File: config.mk
export PLATFORM = sky130hd
export DESIGN_NAME = cv32e40p_ft_tmr_monitor
export DESIGN_NICKNAME = d
export VERILOG_FILES = /design/src/rtl/cv32e40p_ft_pkg.sv /design/src/rtl/cv32e40p_ft_breakage_counter.sv /design/src/rtl/cv32e40p_ft_tmr_monitor.sv
export SDC_FILE = /design/constraint.sdc
export NUM_CORES = 1
export LEC_CHECK = 0
export BUFFER_PORTS_ARGS = -buffer_cell sky130_fd_sc_hd__buf_2
export CAP_MARGIN = 20
export CORE_AREA = 2 2 192 194
export DETAILED_ROUTE_END_ITERATION = 12
export DIE_AREA = 0 0 194 196
export HOLD_SLACK_MARGIN = 0.02
export PLACE_DENSITY = 0.69
export SETUP_SLACK_MARGIN = 0.1
export SLEW_MARGIN = 20
export SYNTH_ARGS = -nofsm -noshare
export SYNTH_HDL_FRONTEND = slang
export SYNTH_SLANG_ARGS = --single-unit
File: constraint.sdc
create_clock -name clk -period 2.96 [get_ports clk]
set_input_delay 0.296 -clock clk [delete_from_list [all_inputs] [get_ports clk]]
set_output_delay 0.296 -clock clk [all_outputs]
set_load 0.05 [all_outputs]
File: src/rtl/cv32e40p_ft_pkg.sv
// Shared types and default tuning for the fault-tolerant
// TMR monitor and its per-replica breakage counters.
package cv32e40p_ft_pkg;

  typedef enum logic [1:0] {
    FT_HEALTHY,
    FT_SUSPECT,
    FT_BROKEN
  } ft_state_e;

  localparam int unsigned FT_COUNT_BIT          = 8;
  localparam int unsigned FT_INC_DEC_BIT        = 2;
  localparam int unsigned FT_INCREMENT          = 1;
  localparam int unsigned FT_DECREMENT          = 1;
  localparam int unsigned FT_BREAKING_THRESHOLD = 3;

endpackage

File: src/rtl/cv32e40p_ft_breakage_counter.sv
// Saturating leaky-bucket error counter for one replica
// with a sticky broken flag.
module cv32e40p_ft_breakage_counter
  import cv32e40p_ft_pkg::*;
#(
  parameter int unsigned COUNT_BIT          = FT_COUNT_BIT,
  parameter int unsigned INC_DEC_BIT        = FT_INC_DEC_BIT,
  parameter int unsigned INCREMENT          = FT_INCREMENT,
  parameter int unsigned DECREMENT          = FT_DECREMENT,
  parameter int unsigned BREAKING_THRESHOLD = FT_BREAKING_THRESHOLD
) (
  input  logic                 clk,
  input  logic                 rst_n,
  input  logic                 en,
  input  logic                 err,
  input  logic                 clear,
  input  logic                 freeze,
  output logic [COUNT_BIT-1:0] count,
  output logic                 suspect,
  output logic                 broken
);

  localparam logic [INC_DEC_BIT-1:0] INC_V =
    INC_DEC_BIT'(INCREMENT);
  localparam logic [INC_DEC_BIT-1:0] DEC_V =
    INC_DEC_BIT'(DECREMENT);
  localparam logic [COUNT_BIT:0] INC_W =
    (COUNT_BIT+1)'(INC_V);
  localparam logic [COUNT_BIT:0] DEC_W =
    (COUNT_BIT+1)'(DEC_V);
  localparam logic [COUNT_BIT:0] THR_W =
    (COUNT_BIT+1)'(BREAKING_THRESHOLD);
  localparam logic [COUNT_BIT:0] CNT_MAX =
    {1'b0, {COUNT_BIT{1'b1}}};

  logic [COUNT_BIT-1:0] count_q, count_d;
  logic                 broken_q, broken_d;
  logic [COUNT_BIT:0]   ext, sum;
  ft_state_e            state;

  // One extra bit of headroom so saturation is seen, never a wrap
  always_comb begin
    ext      = {1'b0, count_q};
    sum      = ext;
    count_d  = count_q;
    broken_d = broken_q;
    if (err) begin
      sum = ext + INC_W;
      if (sum > CNT_MAX) sum = CNT_MAX;
    end else begin
      sum = (ext >= DEC_W) ? ext - DEC_W : '0;
    end
    if (clear) begin
      count_d  = '0;
      broken_d = 1'b0;
    end else if (en && !freeze && !broken_q) begin
      count_d  = sum[COUNT_BIT-1:0];
      broken_d = (sum >= THR_W);
    end
  end

  always_ff @(posedge clk or negedge rst_n) begin
    if (!rst_n) begin
      count_q  <= '0;
      broken_q <= 1'b0;
    end else begin
      count_q  <= count_d;
      broken_q <= broken_d;
    end
  end

  always_comb begin
    state = FT_HEALTHY;
    if (broken_q)            state = FT_BROKEN;
    else if (count_q != '0)  state = FT_SUSPECT;
  end

  assign count   = count_q;
  assign suspect = (state == FT_SUSPECT);
  assign broken  = (state == FT_BROKEN);

endmodule

File: src/rtl/cv32e40p_ft_tmr_monitor.sv
// Bitwise TMR voter that degrades to duplex compare and
// simplex pass-through as replicas are declared broken.
module cv32e40p_ft_tmr_monitor
  import cv32e40p_ft_pkg::*;
#(
  parameter int unsigned       NUM_CH   = 3,
  parameter int unsigned       DATA_W   = 32,
  parameter logic [NUM_CH-1:0] TMR_MASK = {NUM_CH{1'b1}},
  parameter int unsigned COUNT_BIT          = FT_COUNT_BIT,
  parameter int unsigned INC_DEC_BIT        = FT_INC_DEC_BIT,
  parameter int unsigned INCREMENT          = FT_INCREMENT,
  parameter int unsigned DECREMENT          = FT_DECREMENT,
  parameter int unsigned BREAKING_THRESHOLD = FT_BREAKING_THRESHOLD
) (
  input  logic                     clk,
  input  logic                     rst_n,
  input  logic                     en_i,
  input  logic                     clear_i,
  input  logic [NUM_CH*DATA_W-1:0] rep0_i,
  input  logic [NUM_CH*DATA_W-1:0] rep1_i,
  input  logic [NUM_CH*DATA_W-1:0] rep2_i,
  output logic [NUM_CH*DATA_W-1:0] voted_o,
  output logic [NUM_CH-1:0]        err_ch_o,
  output logic                     uncorrectable_o,
  output logic [2:0]               suspect_o,
  output logic [2:0]               broken_o,
  output logic                     fatal_o,
  output logic [3*COUNT_BIT-1:0]   counts_o
);

  logic [2:0]        broken_q, healthy, rep_err;
  logic              tmr_mode, dup_mode, simp_mode;
  logic [NUM_CH-1:0] err0, err1, err2, mis;

  assign healthy = ~broken_q;

  always_comb begin
    tmr_mode  = &healthy;
    dup_mode  = (healthy == 3'b011) ||
                (healthy == 3'b101) ||
                (healthy == 3'b110);
    simp_mode = (healthy == 3'b001) ||
                (healthy == 3'b010) ||
                (healthy == 3'b100);
  end

  for (genvar c = 0; c < NUM_CH; c++) begin : g_ch
    logic [DATA_W-1:0] a, b, d, maj;
    logic [DATA_W-1:0] lo, hi, pick, v;
    logic [2:0]        e;
    logic              x, m;

    assign a = rep0_i[c*DATA_W +: DATA_W];
    assign b = rep1_i[c*DATA_W +: DATA_W];
    assign d = rep2_i[c*DATA_W +: DATA_W];
    assign maj  = (a & b) | (a & d) | (b & d);
    assign lo   = healthy[0] ? a : b;
    assign hi   = healthy[2] ? d : b;
    assign pick = healthy[0] ? a :
                  healthy[1] ? b : d;

    // Unmasked channels pass rep0 and never blame anyone
    always_comb begin
      v = a;
      e = '0;
      x = 1'b0;
      m = 1'b0;
      if (TMR_MASK[c]) begin
        unique case (1'b1)
          tmr_mode: begin
            v = maj;
            e = {d != maj, b != maj, a != maj};
            x = |e;
          end
          dup_mode: begin
            v = lo;
            m = (lo != hi);
            x = m;
          end
          simp_mode: v = pick;
          default:   v = a;
        endcase
      end
    end

    assign voted_o[c*DATA_W +: DATA_W] = v;
    assign err_ch_o[c] = x;
    assign err0[c]     = e[0];
    assign err1[c]     = e[1];
    assign err2[c]     = e[2];
    assign mis[c]      = m;
  end

  assign rep_err         = {|err2, |err1, |err0};
  assign uncorrectable_o = |mis;

  // Unattributable duplex mismatch: hold every bucket
  for (genvar r = 0; r < 3; r++) begin : g_cnt
    cv32e40p_ft_breakage_counter #(
      .COUNT_BIT         (COUNT_BIT),
      .INC_DEC_BIT       (INC_DEC_BIT),
      .INCREMENT         (INCREMENT),
      .DECREMENT         (DECREMENT),
      .BREAKING_THRESHOLD(BREAKING_THRESHOLD)
    ) u_cnt (
      .clk    (clk),
      .rst_n  (rst_n),
      .en     (en_i),
      .err    (rep_err[r]),
      .clear  (clear_i),
      .freeze (uncorrectable_o),
      .count  (counts_o[r*COUNT_BIT +: COUNT_BIT]),
      .suspect(suspect_o[r]),
      .broken (broken_q[r])
    );
  end

  assign broken_o = broken_q;
  assign fatal_o  = &broken_q;

endmodule

==> Word level (Yosys, flattened, before mapping) <==
Cells that the tools add are included.
{ "op_classes": {"eq_ne": 24, "bitwise_logic": 16, "magnitude_cmp": 9, "mux": 51, "add_sub_neg": 6, "reduce_logical": 27} }
{ "ops": {"columns": ["cell", "count"], "rows": [
  ["$mux 32", 12],
  ["$ne 32x32->1", 12],
  ["$and 32x32->32", 9],
  ["$pmux 32 s3", 3],
  ["$or 32x32->32", 6],
  ["$mux 9", 9],
  ["$mux 8", 6],
  ["$add 8x1->9 const B", 3],
  ["$ge 9x2->1 const B", 3],
  ["$gt 9x8->1 const B", 3],
  ["$sub 8x1->9 const B", 3],
  ["$ge 8x1->1 const B", 3],
  ["$reduce_bool 8->1", 3],
  ["$reduce_or 3->1", 7],
  ["$mux 1", 12],
  ["$eq 3x3->1 const B", 3],
  ["$mux 3", 3],
  ["$eq 2x1->1 const B", 3],
  ["$eq 2x2->1 const B", 3],
  ["$eq 3x2->1 const B", 2],
  ["$mux 2", 3],
  ["$pmux 1 s2", 3],
  ["$reduce_and 3->1", 2],
  ["$reduce_bool 2->1", 3],
  ["5 further kinds", 14]
]} }
{ "totals": {"output_inout_bits": 131, "reg_bits": 27, "elab_cells": 139, "inputBits": 292} }

==> Depth between registers and ports, before layout <==
{ "depth": {"ltp_word": 15, "depth_mapped": 14, "ltp_nobuf": 11} }

==> Hierarchy <==
Synthesis repeated with hierarchy kept, for this count alone.
{ "hier_totals": {"hier_cells": 2598, "area_unflattened_um2": 16032.9} }
{ "modules_own_cells": {"columns": ["module", "cells_per_inst", "area_per_inst_um2", "seq_area_each_um2", "instances"], "rows": [
  ["cv32e40p_ft_tmr_monitor", 2235, 13018.7, 0.0, 1],
  ["cv32e40p_ft_breakage_counter", 121, 1004.7, 225.2, 3]
]} }

==> Worst setup path after synthesis <==
OpenSTA, ideal clock, no wires.
{ "synth_timing": {"kind": "register to output", "start": "register g_cnt[2].u_cnt.broken_q", "end": "output port voted_o[65]", "path_buffers": 7, "t_arrival_ns": 3.410, "slack_ns": -0.746, "required_ns": 2.664, "path_stages_with_launch": 11, "path_cell_list": "dfrtp_1 > buf_2 > buf_2 > clkbuf_1 > clkbuf_1 > clkbuf_1 > o21ai_1 > clkbuf_1 > buf_1 > a21oi_1 > a211oi_1"} }
{ "synth_via": {"elab_chain_len": 7, "elab_cells_between_ends": 15, "cone_classes": "eq/ne: 7; mux: 2; bitwise: 1; reduce/logical: 5"} }
{ "synth_lines": {"columns": ["element", "line_no", "text"], "rows": [
  ["start, declared", "cv32e40p_ft_breakage_counter.sv:37", "logic broken_q, broken_d;"],
  ["start signal, assigned", "cv32e40p_ft_breakage_counter.sv:68", "broken_q <= broken_d;"],
  ["$mux 2 (*)", "cv32e40p_ft_breakage_counter.sv:74", "if (broken_q) state = FT_BROKEN;"],
  ["$eq 2x2->1 (*)", "cv32e40p_ft_breakage_counter.sv:80", "assign broken = (state == FT_BROKEN);"],
  ["$not 3->3 (*)", "cv32e40p_ft_tmr_monitor.sv:35", "assign healthy = ~broken_q;"],
  ["$eq 3x1->1 (tied with other cells)", "cv32e40p_ft_tmr_monitor.sv:42", "simp_mode = (healthy == 3'b001) ||"],
  ["$logic_or 1x1->1, on equally long branches", "cv32e40p_ft_tmr_monitor.sv:42, cv32e40p_ft_tmr_monitor.sv:39", null],
  ["$logic_or 1x1->1, on equally long branches", "cv32e40p_ft_tmr_monitor.sv:43, cv32e40p_ft_tmr_monitor.sv:40", null],
  ["$pmux 32 s3 (*)", "cv32e40p_ft_tmr_monitor.sv:69", "unique case (1'b1)"],
  ["end, declared", "cv32e40p_ft_tmr_monitor.sv:22", "output logic [NUM_CH*DATA_W-1:0] voted_o,"]
]} }
Mark *: on every way between the ends. The rest lies on a longest branch, timed or not.

==> Final worst setup path <==
{ "layout_timing": {"start": "register g_cnt[0].u_cnt.broken_q", "end": "output port uncorrectable_o"} }
{ "layout_via": {"elab_chain_len": 8, "elab_cells_between_ends": 18, "cone_classes": "eq/ne: 7; mux: 7; bitwise: 1; reduce/logical: 3"} }
{ "layout_lines": {"columns": ["element", "line_no", "text"], "rows": [
  ["start, declared", "cv32e40p_ft_breakage_counter.sv:37", null],
  ["start signal, assigned", "cv32e40p_ft_breakage_counter.sv:68", null],
  ["$mux 2 (*)", "cv32e40p_ft_breakage_counter.sv:74", null],
  ["$eq 2x2->1 (*)", "cv32e40p_ft_breakage_counter.sv:80", null],
  ["$not 3->3 (*)", "cv32e40p_ft_tmr_monitor.sv:35", null],
  ["parallel branches: the longest is 4 deep, another holds $mux 32", null, null],
  ["$reduce_or 3->1 (*)", "cv32e40p_ft_tmr_monitor.sv:95", "assign uncorrectable_o = |mis;"],
  ["end, declared", "cv32e40p_ft_tmr_monitor.sv:24", "output logic uncorrectable_o,"]
]} }
Mark *: on every way between the ends.

==> impl_metrics.toml <==
[clock_network]
numCtsBuffers = 3
clock_latency_ns = 0.26
cts_tree = "yes"
cts_max_level = 1
clk_path_buf_depth = 2
root_buffer = "clkbuf_16"
clk_pin_slew_worst_paths_ns = 0.07
cts_hold_buffers = 0
cts_sinks = 27

[power]
power.internal_mw = 8.37
comb_power_share = 0.952
p_sw_frac = 0.612
p_per_area_mw_per_mm2 = 876
power.switching_mw = 13.2
ir_drop_v = 0.000860
power_frac_seq = 0.034
clock_power_share = 0.015
leakage_nw = 10.5

[logic_synthesis]
yosys.area_share.adder = 0.0106
synth_top_family_by_area = "simple AND/OR/NAND/NOR gates"
ys_ff_latch = 27
synth_fp_nets = 2805
yosys-top-cells-area = "xnor2_1 (7.2%), clkbuf_1 (5.7%), mux2i_1 (5.6%), nand3b_1 (5.2%), xor2_1 (5.1%)"
syn_avg_cell_area_um2 = 6.41
synth_top_area_cell = "xnor2_1"
yosysSeqAreaShare = 0.0421
synthCells = 2501
synthSimpleGateAreaFrac = 0.384
synth_flop_cell = "dfrtp_1"
yosys.area_share.xor_xnor = 0.123
synth_edf_count = 0
ys_types = 78
syn_area_mm2 = 0.0160
ys.warnings.count = 0
ys_async_sr_fraction = 1.00
synth-compound-area-share = 0.270
synth.area.mux_share = 0.0612
synth_top_area_frac = 0.0716

[place]
io_buffers = 422
gp_congestion = 1.11
dpl-instance-area_mm2 = 0.0228
dp_cells = 3620
hpwl_mm = 68.1

[sta]
finalClockSkew_ns = 0.000886
worstMarginPinSlew_ns = 0.736
setup_viol_count_final = 32
hold_viol = 0
worst_slack_ns = -0.258
rsz0062_at_grt = "true"
period_share = 1.09
slew_viol_final = 0
fmax_ghz = 0.311
slew_headroom = 0.504
fin_crit_ns = 3.22

[hold_path]
hold_class = "input pin to async pin"

[setup_path]
end_kind = "output port"
worstPathMaxFanout = 11
start_kind = "register"
critPathKind = "register to output port"
cp.required_ns = 2.66
crit_arrival_ns = 2.92

[grt]
grt_use_met1 = 0.539
grt_pass1_vias = 21543
grt.busiest_layer = "met2"
grtUsageTotal = 0.429
grt_pass1_wl_mm = 128
antenna_found_initial = 7
use_met3 = 0.0471
grt-ovfl-total = 0
grt_max_degree = 43
gr-usage-met2 = 0.712

[status]
status = "complete, but fails checks"
violations = "setup timing"

[floorplan]
die_w_um = 194
start_util = 0.444
num_rows = 70
die_area_mm2 = 0.0380
ios = 423
fp.coreArea_mm2 = 0.0361
die_y_um = 196

[drt]
firstDrtPassIters = 7
drt_iter0_drc = 2658
drc_errors = 0
totalWireLength_mm = 88.8
ant_nets = 0
vias = 23419
routedWlPerCell_um = 24.1
viasPerCell = 6.36

[flow_run]
drv_cap = 0

[cells_and_area]
layout_common_cells = "buf_4 (618), buf_2 (341), nand2_1 (178)"
fin_area_mm2 = 0.0246
final_common_cell = "buf_4"
stdcell_count = 3680
syn2layout_area_growth_pct = 53.7
nets = 3509
final_layout_size_suffix_gt1_frac = 0.434
## sequential cells by signal, summed over array words and instances, names as in the netlist
name,count
g_cnt.u_cnt.broken_q,3
g_cnt.u_cnt.count,24
## cell families (layout without fill, tap and decap cells)
kind of cell | Yosys count | after routing
simple gates | 1083 | 1084
compound gates | 646 | 646
buf+inv | 410 | 1112
xor+xnor | 225 | 225
mux | 96 | 96
flops | 27 | 27
fa+ha+maj | 14 | 14
other cells | 0 | 8
## power by group through the flow
stage               sequential (mW)  clock (mW)  combinational, mW
global placement              0.736           0               17.0
finish                        0.730       0.314               20.5
floorplan                     0.806           0               11.6
detailed placement            0.736           0               17.2
CTS                           0.711       0.310               18.4
global route                  0.739       0.331               21.3
## synthesized netlist by cell type (36+ instances only)
master    number
nand2_1      210
xnor2_1      131
nand3b_1     111
nor3_1       123
o22ai_1       95
nor4_1        62
nand2b_1     115
nand4_1       88
buf_2        105
nor2_1       142
mux2i_1       89
or3b_2        80
xor2_1        94
a22o_1        36
o21ai_0      149
a21oi_1      110
a211oi_1      83
clkbuf_1     242
nor3b_1       41
## worst max-delay path: stages (launching register included)
cell and delay, ns:
dfrtp_4 0.55, buf_12 0.16, buf_4 0.19, buf_4 0.16, mux2i_2 0.19, xor2_1 0.25
nand3_1 0.12, o22ai_2 0.11, o211ai_1 0.15, a22oi_2 0.23, buf_4 0.17, o211ai_1 0.14
buf_4 0.23
## metrics by stage
step | total power [mW] | hold WS [ns] | TNS (ns) | worst slack [ns] | utilization
final | 21.6 | 0.0307 | -4.53 | -0.258 | 0.683
after detailed placement | 17.9 | 0.328 | -11.64 | -0.713 | 0.632
after global routing | 22.4 | 0.0845 | -8.03 | -0.380 | 0.683
after global placement | 17.7 | 0.327 | -14.18 | -0.723 | 0.632
after CTS | 19.4 | 0.0584 | -1.92 | -0.179 | 0.653
after floorplan | 12.4 | 0.000409 | 0 | 0.0615 | -
## final timing paths
kind / end / slack, ns / start / depth (start not counted)
worst max-delay path: uncorrectable_o / -0.26 / g_cnt[0].u_cnt.broken_q / 12
worst min-delay path: g_cnt[1].u_cnt.count[6] / 0.03 / rst_n / 1
worst max register to register: g_cnt[1].u_cnt.broken_q / -0.21 / g_cnt[0].u_cnt.broken_q / 14
worst min register to register: g_cnt[2].u_cnt.count[4] / 0.66 / g_cnt[2].u_cnt.count[4] / 1
max in group asynchronous: g_cnt[0].u_cnt.broken_q / 2.48 / rst_n / 1
min in group clk: g_cnt[1].u_cnt.broken_q / 0.40 / clear_i / 2
## layout make-up
class / instances / area (um2)
Clock buffer: 3 / 75.1
Sequential cell: 27 / 688
Inverter: 27 / 106
Clock inverter: 1 / 7.51
Fill cell: 3127 / 11400
Timing Repair Buffer: 1081 / 8100
Tap cell: 468 / 586
Multi-Input combinational cell: 2065 / 15100
Antenna cell: 8 / 20.0
## layer usage
layer,up-vias,share of wire
met2,1491,0.45
met4,2,0.079
met1,11041,0.38
met3,378,0.094
met5,-,0.00015
li1,10507,-
## timing repair
action                                 in CTS  in global routing
resized for setup                         100                228
endpoints found under the hold margin       0                  0
buffers inserted                           17                 21
setup endpoints to repair                 111                106
pin swaps                                  22                 50
cloned                                      3                  7
Note: power is estimated with default switching activity, not from simulation.
